$ cat config.mk
export PLATFORM = sky130hd
export DESIGN_NAME = audioout_rdma
export DESIGN_NICKNAME = d
export VERILOG_FILES = /design/src/rtl/audioout_rdma.sv
export SDC_FILE = /design/constraint.sdc
export NUM_CORES = 2
export LEC_CHECK = 0
export CAP_MARGIN = 20
export CORE_UTILIZATION = 50
export CTS_BUF_LIST = sky130_fd_sc_hd__clkbuf_4
export DETAILED_ROUTE_END_ITERATION = 12
export DONT_BUFFER_PORTS = 1
export GPL_TIMING_DRIVEN = 0
export PLACE_DENSITY = 0.63
export SYNTH_ARGS = -nofsm -noshare
export SYNTH_HDL_FRONTEND = slang
export SYNTH_SLANG_ARGS = --single-unit
$ cat constraint.sdc
create_clock -name gclk -period 15.1 [get_ports gclk]
set_clock_uncertainty 0.1 [all_clocks]
set_input_delay 1.51 -clock gclk [delete_from_list [all_inputs] [get_ports gclk]]
set_output_delay 1.51 -clock gclk [all_outputs]
set_load 0.1 [all_outputs]
$ cat src/rtl/audioout_rdma.sv
// Read-DMA engine: fetches 16-beat INCR bursts over an AXI read channel into a sample FIFO.
// Optional read-ID checking is enabled by defining AUDIOOUT_RDMA_RID_CHECK_EN.
module audioout_rdma #(
    parameter int         FIFO_DEPTH = 32,
    parameter logic [5:0] AXI_ID     = 6'h01
) (
    input  logic        gclk,
    input  logic        greset,
    input  logic        start,
    input  logic [31:0] base_addr,
    input  logic [15:0] num_bursts,
    output logic        busy,
    output logic        done,
    output logic [5:0]  aid_audioout,
    output logic [31:0] axi_addr_audioout,
    output logic        avalid_audioout,
    output logic        awrite_audioout,
    input  logic        aready_audioout,
    output logic [3:0]  alen_audioout,
    output logic [1:0]  asize_audioout,
    output logic [1:0]  aburst_audioout,
    input  logic [5:0]  rid_audioout,
    input  logic [63:0] rdata_audioout,
    input  logic        rlast_audioout,
    input  logic        rvalid_audioout,
    output logic        rready_audioout,
    output logic [63:0] smp_data,
    output logic        smp_valid,
    input  logic        smp_ready,
    output logic        rid_err
);

    localparam int PTR_W = $clog2(FIFO_DEPTH);
    localparam logic [PTR_W:0] DEPTH_C = (PTR_W+1)'(FIFO_DEPTH);
    localparam logic [PTR_W:0] BURST_C = (PTR_W+1)'(16);

    localparam logic [2:0] ST_IDLE       = 3'd0;
    localparam logic [2:0] ST_WAIT_SPACE = 3'd1;
    localparam logic [2:0] ST_ADDR       = 3'd2;
    localparam logic [2:0] ST_DATA       = 3'd3;
    localparam logic [2:0] ST_DRAIN      = 3'd4;

    logic [2:0]  state_reg, state_next;
    logic [31:0] addr_reg, addr_next;
    logic [15:0] remaining_reg, remaining_next;
    logic        done_reg, done_next;

    // FIFO = one registered head slot plus a RAM for the entries behind it.
    logic [63:0]      mem [FIFO_DEPTH];
    logic [PTR_W-1:0] wr_ptr_reg, rd_ptr_reg;
    logic [PTR_W:0]   mem_count_reg;
    logic             head_valid_reg;
    logic [63:0]      head_reg;

    logic [PTR_W:0] count;
    logic           full;
    logic           space_ok;
    logic           push, pop, head_load, mem_rd, mem_wr, bypass;

    assign aid_audioout    = AXI_ID;
    assign awrite_audioout = 1'b0;
    assign alen_audioout   = 4'hF;
    assign asize_audioout  = 2'b11;
    assign aburst_audioout = 2'b01;

    assign busy              = (state_reg != ST_IDLE);
    assign done              = done_reg;
    assign axi_addr_audioout = addr_reg;
    assign avalid_audioout   = (state_reg == ST_ADDR);
    assign rready_audioout   = (state_reg == ST_DATA) && !full;
    assign smp_valid         = head_valid_reg;
    assign smp_data          = head_reg;

    assign count    = mem_count_reg + {{PTR_W{1'b0}}, head_valid_reg};
    assign full     = (count == DEPTH_C);
    assign space_ok = (count <= (DEPTH_C - BURST_C));

    assign push      = rvalid_audioout && rready_audioout;
    assign pop       = head_valid_reg && smp_ready;
    assign head_load = !head_valid_reg || pop;
    assign mem_rd    = head_load && (mem_count_reg != '0);
    // An empty FIFO takes the incoming beat straight into the head slot.
    assign bypass    = head_load && (mem_count_reg == '0) && push;
    assign mem_wr    = push && !bypass;

    always_comb begin
        state_next     = state_reg;
        addr_next      = addr_reg;
        remaining_next = remaining_reg;
        done_next      = 1'b0;
        case (state_reg)
            ST_IDLE: begin
                if (start) begin
                    if (num_bursts != 16'd0) begin
                        addr_next      = {base_addr[31:7], 7'b0};
                        remaining_next = num_bursts;
                        state_next     = ST_WAIT_SPACE;
                    end else begin
                        done_next = 1'b1;
                    end
                end
            end
            ST_WAIT_SPACE: begin
                if (space_ok) begin
                    state_next = ST_ADDR;
                end
            end
            ST_ADDR: begin
                if (aready_audioout) begin
                    state_next = ST_DATA;
                end
            end
            ST_DATA: begin
                if (push && rlast_audioout) begin
                    addr_next      = addr_reg + 32'd128;
                    remaining_next = remaining_reg - 16'd1;
                    state_next     = (remaining_reg == 16'd1) ? ST_DRAIN : ST_WAIT_SPACE;
                end
            end
            ST_DRAIN: begin
                if (count == '0) begin
                    done_next  = 1'b1;
                    state_next = ST_IDLE;
                end
            end
            default: state_next = ST_IDLE;
        endcase
    end

    always_ff @(posedge gclk) begin
        if (greset) begin
            state_reg     <= ST_IDLE;
            addr_reg      <= 32'd0;
            remaining_reg <= 16'd0;
            done_reg      <= 1'b0;
        end else begin
            state_reg     <= state_next;
            addr_reg      <= addr_next;
            remaining_reg <= remaining_next;
            done_reg      <= done_next;
        end
    end

    always_ff @(posedge gclk) begin
        if (mem_wr) begin
            mem[wr_ptr_reg] <= rdata_audioout;
        end
    end

    always_ff @(posedge gclk) begin
        if (greset) begin
            wr_ptr_reg     <= '0;
            rd_ptr_reg     <= '0;
            mem_count_reg  <= '0;
            head_valid_reg <= 1'b0;
            head_reg       <= 64'd0;
        end else begin
            if (mem_rd) begin
                head_reg       <= mem[rd_ptr_reg];
                head_valid_reg <= 1'b1;
                rd_ptr_reg     <= rd_ptr_reg + PTR_W'(1);
            end else if (bypass) begin
                head_reg       <= rdata_audioout;
                head_valid_reg <= 1'b1;
            end else if (head_load) begin
                head_valid_reg <= 1'b0;
            end
            if (mem_wr) begin
                wr_ptr_reg <= wr_ptr_reg + PTR_W'(1);
            end
            case ({mem_wr, mem_rd})
                2'b10:   mem_count_reg <= mem_count_reg + (PTR_W+1)'(1);
                2'b01:   mem_count_reg <= mem_count_reg - (PTR_W+1)'(1);
                default: mem_count_reg <= mem_count_reg;
            endcase
        end
    end

`ifdef AUDIOOUT_RDMA_RID_CHECK_EN
    logic rid_err_reg;

    // Mismatching beats are still stored; the flag only reports the fault.
    always_ff @(posedge gclk) begin
        if (greset) begin
            rid_err_reg <= 1'b0;
        end else if (push && (rid_audioout != AXI_ID)) begin
            rid_err_reg <= 1'b1;
        end
    end

    assign rid_err = rid_err_reg;
`else
    logic unused_rid;

    assign unused_rid = ^rid_audioout;
    assign rid_err    = 1'b0;
`endif

endmodule

==> key figures <==
CTS
  • CTS Buf Count: 571
  • Clock slew at the register clock pins of the worst setup and hold paths: 0.07 ns
  • CTS tree: yes
  • CTS Sinks: 2,179
  • CTS root buffer: clkbuf_4
  • Clock buffer depth: 4
  • H-tree levels: 6
  • Clock Latency Late Sink: 1.33 ns

Yosys
  • Post-synth EDFFs: approximately 2,000
  • Sequential fraction of the synthesis area: 0.760
  • Netlist cell types: 77
  • Fraction of registers with async set/reset: 0
  • Share of the synthesized area in the top cell type: 0.729
  • Synth Warn #: 0
  • Post-synthesis cell area: about 84,000 um^2
  • Leading post-synthesis cells by cell area: edfxtp_1 73%, mux4_2 9.2%, mux2i_1 3.7%, dfxtp_1 3.1%, a22oi_1 2.2%
  • Syn_area_per_cell: just under 20 um^2
  • Flops & latches, synth: between 2,000 and 2,500
  • Cell type with the largest total area after synthesis: edfxtp_1
  • Post-Syn Instances: 4,354
  • Post-synth top flop: edfxtp_1

Timing
  • Max Fclk: 165 MHz
  • Fin crit period: 6.06 ns
  • Setup TNS Final: 0 ns
  • Final setup fails: 0
  • Final Cycle Share: 0.401
  • Slew Limit Fails: 0
  • Worst Tran Pin Value: roughly 1.2 ns
  • Slew HR: 0.209
  • RSZ-0062 raised after global routing: false
  • Final Hold Fails: 0

Layout
  • Most flop-heavy register: mem
  • Nets: 5,240
  • Commonest non-fill, non-tap cells in the layout: 2,048 x edfxtp_1, 835 x clkbuf_4, 343 x mux4_2
  • Number of flip-flops in the largest register: approximately 2,000
  • P&R area growth vs syn: 14.9%
  • Most common cell after layout, fill and taps aside: edfxtp_1
  • Fraction of layout cells with a size suffix above 1: 0.290

Setup path
  • Crit. End Element: output pin
  • CP top delay family: flip-flops
  • Reg2Reg Launch Point: smp_valid$_SDFFE_PP0P_
  • CP peak stage delay: 1.03 ns
  • Buffers & Inverters on Critical Path: 1
  • Critical path type: register to output pin
  • CP Cell Sequence: ha_1 -> ha_1 -> nand3_1 -> xor2_1 -> o211a_1 -> buf_6 -> nor2_2
  • Worst R2R Setup Slack: 9.61 ns
  • Reg-to-reg endpoint: mem[25][60]$_DFFE_PP_
  • Cells on worst reg2reg path: 12
  • Crit Path Max Fanout: 9
  • Crit path required time: 13.49 ns
  • CP Launch Type: register
  • Crit-path slowest cell: dfxtp_1
  • Worst path arrival time: 4.45 ns
  • Most frequent CP cell: ha_1

Floorplan
  • Die H: just over 400 um
  • Die span in x: 413 um
  • Die Area: ~170,000 um^2
  • Initial Utilization: 0.504
  • Rows: 150
  • Num ports: ~240
  • Core area: 167,000 um^2

Detailed routing
  • Initial drt markers: 6,659
  • Remaining antenna violation count: 0
  • Drt first pass iters: 6
  • Vias per cell: between 6 and 7
  • Vias: 48,800
  • Final Routed Wirelength: 249 mm
  • WL/cell: 32.4 um
  • DRC errors left: 0

Min path
  • HP Class: primary input to register
  • Hold Path Sink: mem[4][21]$_DFFE_PP_
  • Hold path start: rdata_audioout[21]
  • Hold depth: 0

Job
  • Max Cap Viol: 0

Placement
  • GP Congestion: 0.867
  • I/O Buffers: 0
  • DP HPWL: 165 mm

Pwr
  • Tot Pwr: between 15,000 and 20,000 uW
  • Static Leak: roughly 0.031 uW
  • Max rail drop VDD: 106 uV
  • Pwr Density: 159 nW/um^2

Global route
  • Total GRT Usage: 0.293
  • Largest net degree at the start of global routing: 34
  • Initial antenna violation count: 9
  • Grt total ovfl: 0
  • Vias in the first global route: 48,500
  • First-pass GRT wire length: between 300 and 400 mm

Outcome
  • Status: completed
-- worst reg2reg max path, cell delays in order, from the launching register on --
cell     delay [ns]
dfxtp_1        1.03
ha_1           0.42
ha_1           0.24
nand3_1        0.10
xor2_1         0.17
o211a_1        0.17
buf_6          0.14
nor3b_2        0.48
nand2_1        0.61
nor2_4         0.90
buf_12         0.27
buf_12         0.25
buf_12         0.24
-- synthesized netlist by cell type (all sizes together), types with 7 or more instances --
master,number
a2111oi,10
a211oi,38
a21oi,94
a221o,37
a221oi,7
a22o,15
a22oi,250
a31oi,72
and2,8
and3,32
buf,171
clkbuf,119
dfxtp,131
edfxtp,2048
ha,13
inv,12
mux2,28
mux2i,311
mux4,343
nand2,100
nand2b,11
nand3,46
nand4,12
nor2,122
nor2b,25
nor3,45
nor3b,8
nor4,25
o211ai,8
o21ai,47
o22ai,47
o31ai,16
o41ai,7
or3,16
xor2,9
-- kinds of logic after synthesis --
logic type	synth area share
and+or+nand+nor	0.0283
buffers and inverters	0.0179
adders and majority gates	0.00193
DFF	0.760
AOI/OAI and AO/OA	0.0579
xor gates and xnor gates	0.00145
muxes	0.132
other	0.0000890
-- per-stage QoR --
| stage | utilization | std cells | setup slack (ns) | cell area [um^2] | hold slack, ns |
|---|---|---|---|---|---|
| 2_1_floorplan | - | 4375 | 9.08 | 84400 | 0.343 |
| 3_3_place_gp | 0.521 | 6579 | 4.36 | 87200 | 0.364 |
| 3_5_place_dp | 0.536 | 6703 | 9.40 | 89800 | 0.374 |
| 4_1_cts | 0.578 | 7674 | 8.84 | 96800 | 0.000160 |
| 5_1_grt | 0.579 | 7687 | 8.83 | 96900 | 0.0511 |
| 6_report | 0.579 | 7689 | 9.04 | 96900 | 0.163 |
-- timing repair --
| item | 4_1_cts | 5_1_grt |
|---|---|---|
| endpoints found under the hold margin | 75 | 0 |
| buffers inserted | 0 | 0 |
| hold buffers | 19 | 0 |
| gates resized for setup | 0 | 0 |
-- worst max path at each step --
stage | startpoint | to | slack [ns] | cells after the start
floorplan | smp_valid$_SDFFE_PP0P_ | mem[26][0]$_DFFE_PP_ | 9.08 | 9
global placement | smp_valid$_SDFFE_PP0P_ | mem[10][57]$_DFFE_PP_ | 4.36 | 9
detailed placement | smp_ready | mem_count_reg[4]$_SDFFE_PP0P_ | 9.40 | 14
CTS | smp_valid$_SDFFE_PP0P_ | rready_audioout | 8.84 | 7
global route | smp_valid$_SDFFE_PP0P_ | rready_audioout | 8.83 | 7
finish | smp_valid$_SDFFE_PP0P_ | rready_audioout | 9.04 | 7
-- power by group --
| part | internal [uW] | leakage (uW) | total (uW) | switching [uW] |
|---|---|---|---|---|
| Sequential | 6720 | 0.0195 | 7430 | 716 |
| Clock | 2550 | 0.00413 | 4920 | 2360 |
| Combinational | 1160 | 0.00701 | 3110 | 1940 |
-- layout make-up --
type / count / area, um^2
Clock buffer: 835 / 6270
Fill cell: 12700 / 70500
Inverter: 14 / 52.6
Clock inverter: 117 / 512
Sequential cell: 2179 / 64100
Timing Repair Buffer: 154 / 2680
Tap cell: 2204 / 2760
Antenna cell: 4 / 10.0
Multi-Input combinational cell: 1892 / 19100
Buffer: 290 / 1460
-- metal layers --
layer	vias to the layer above	part of all wire	GRT usage
li1	19900	-	-
met1	25100	0.39	0.398
met2	3219	0.46	0.449
met3	525	0.12	0.0859
met4	6	0.034	0.113
met5	-	0.00016	0
Note: power is estimated with default switching activity, not from simulation.
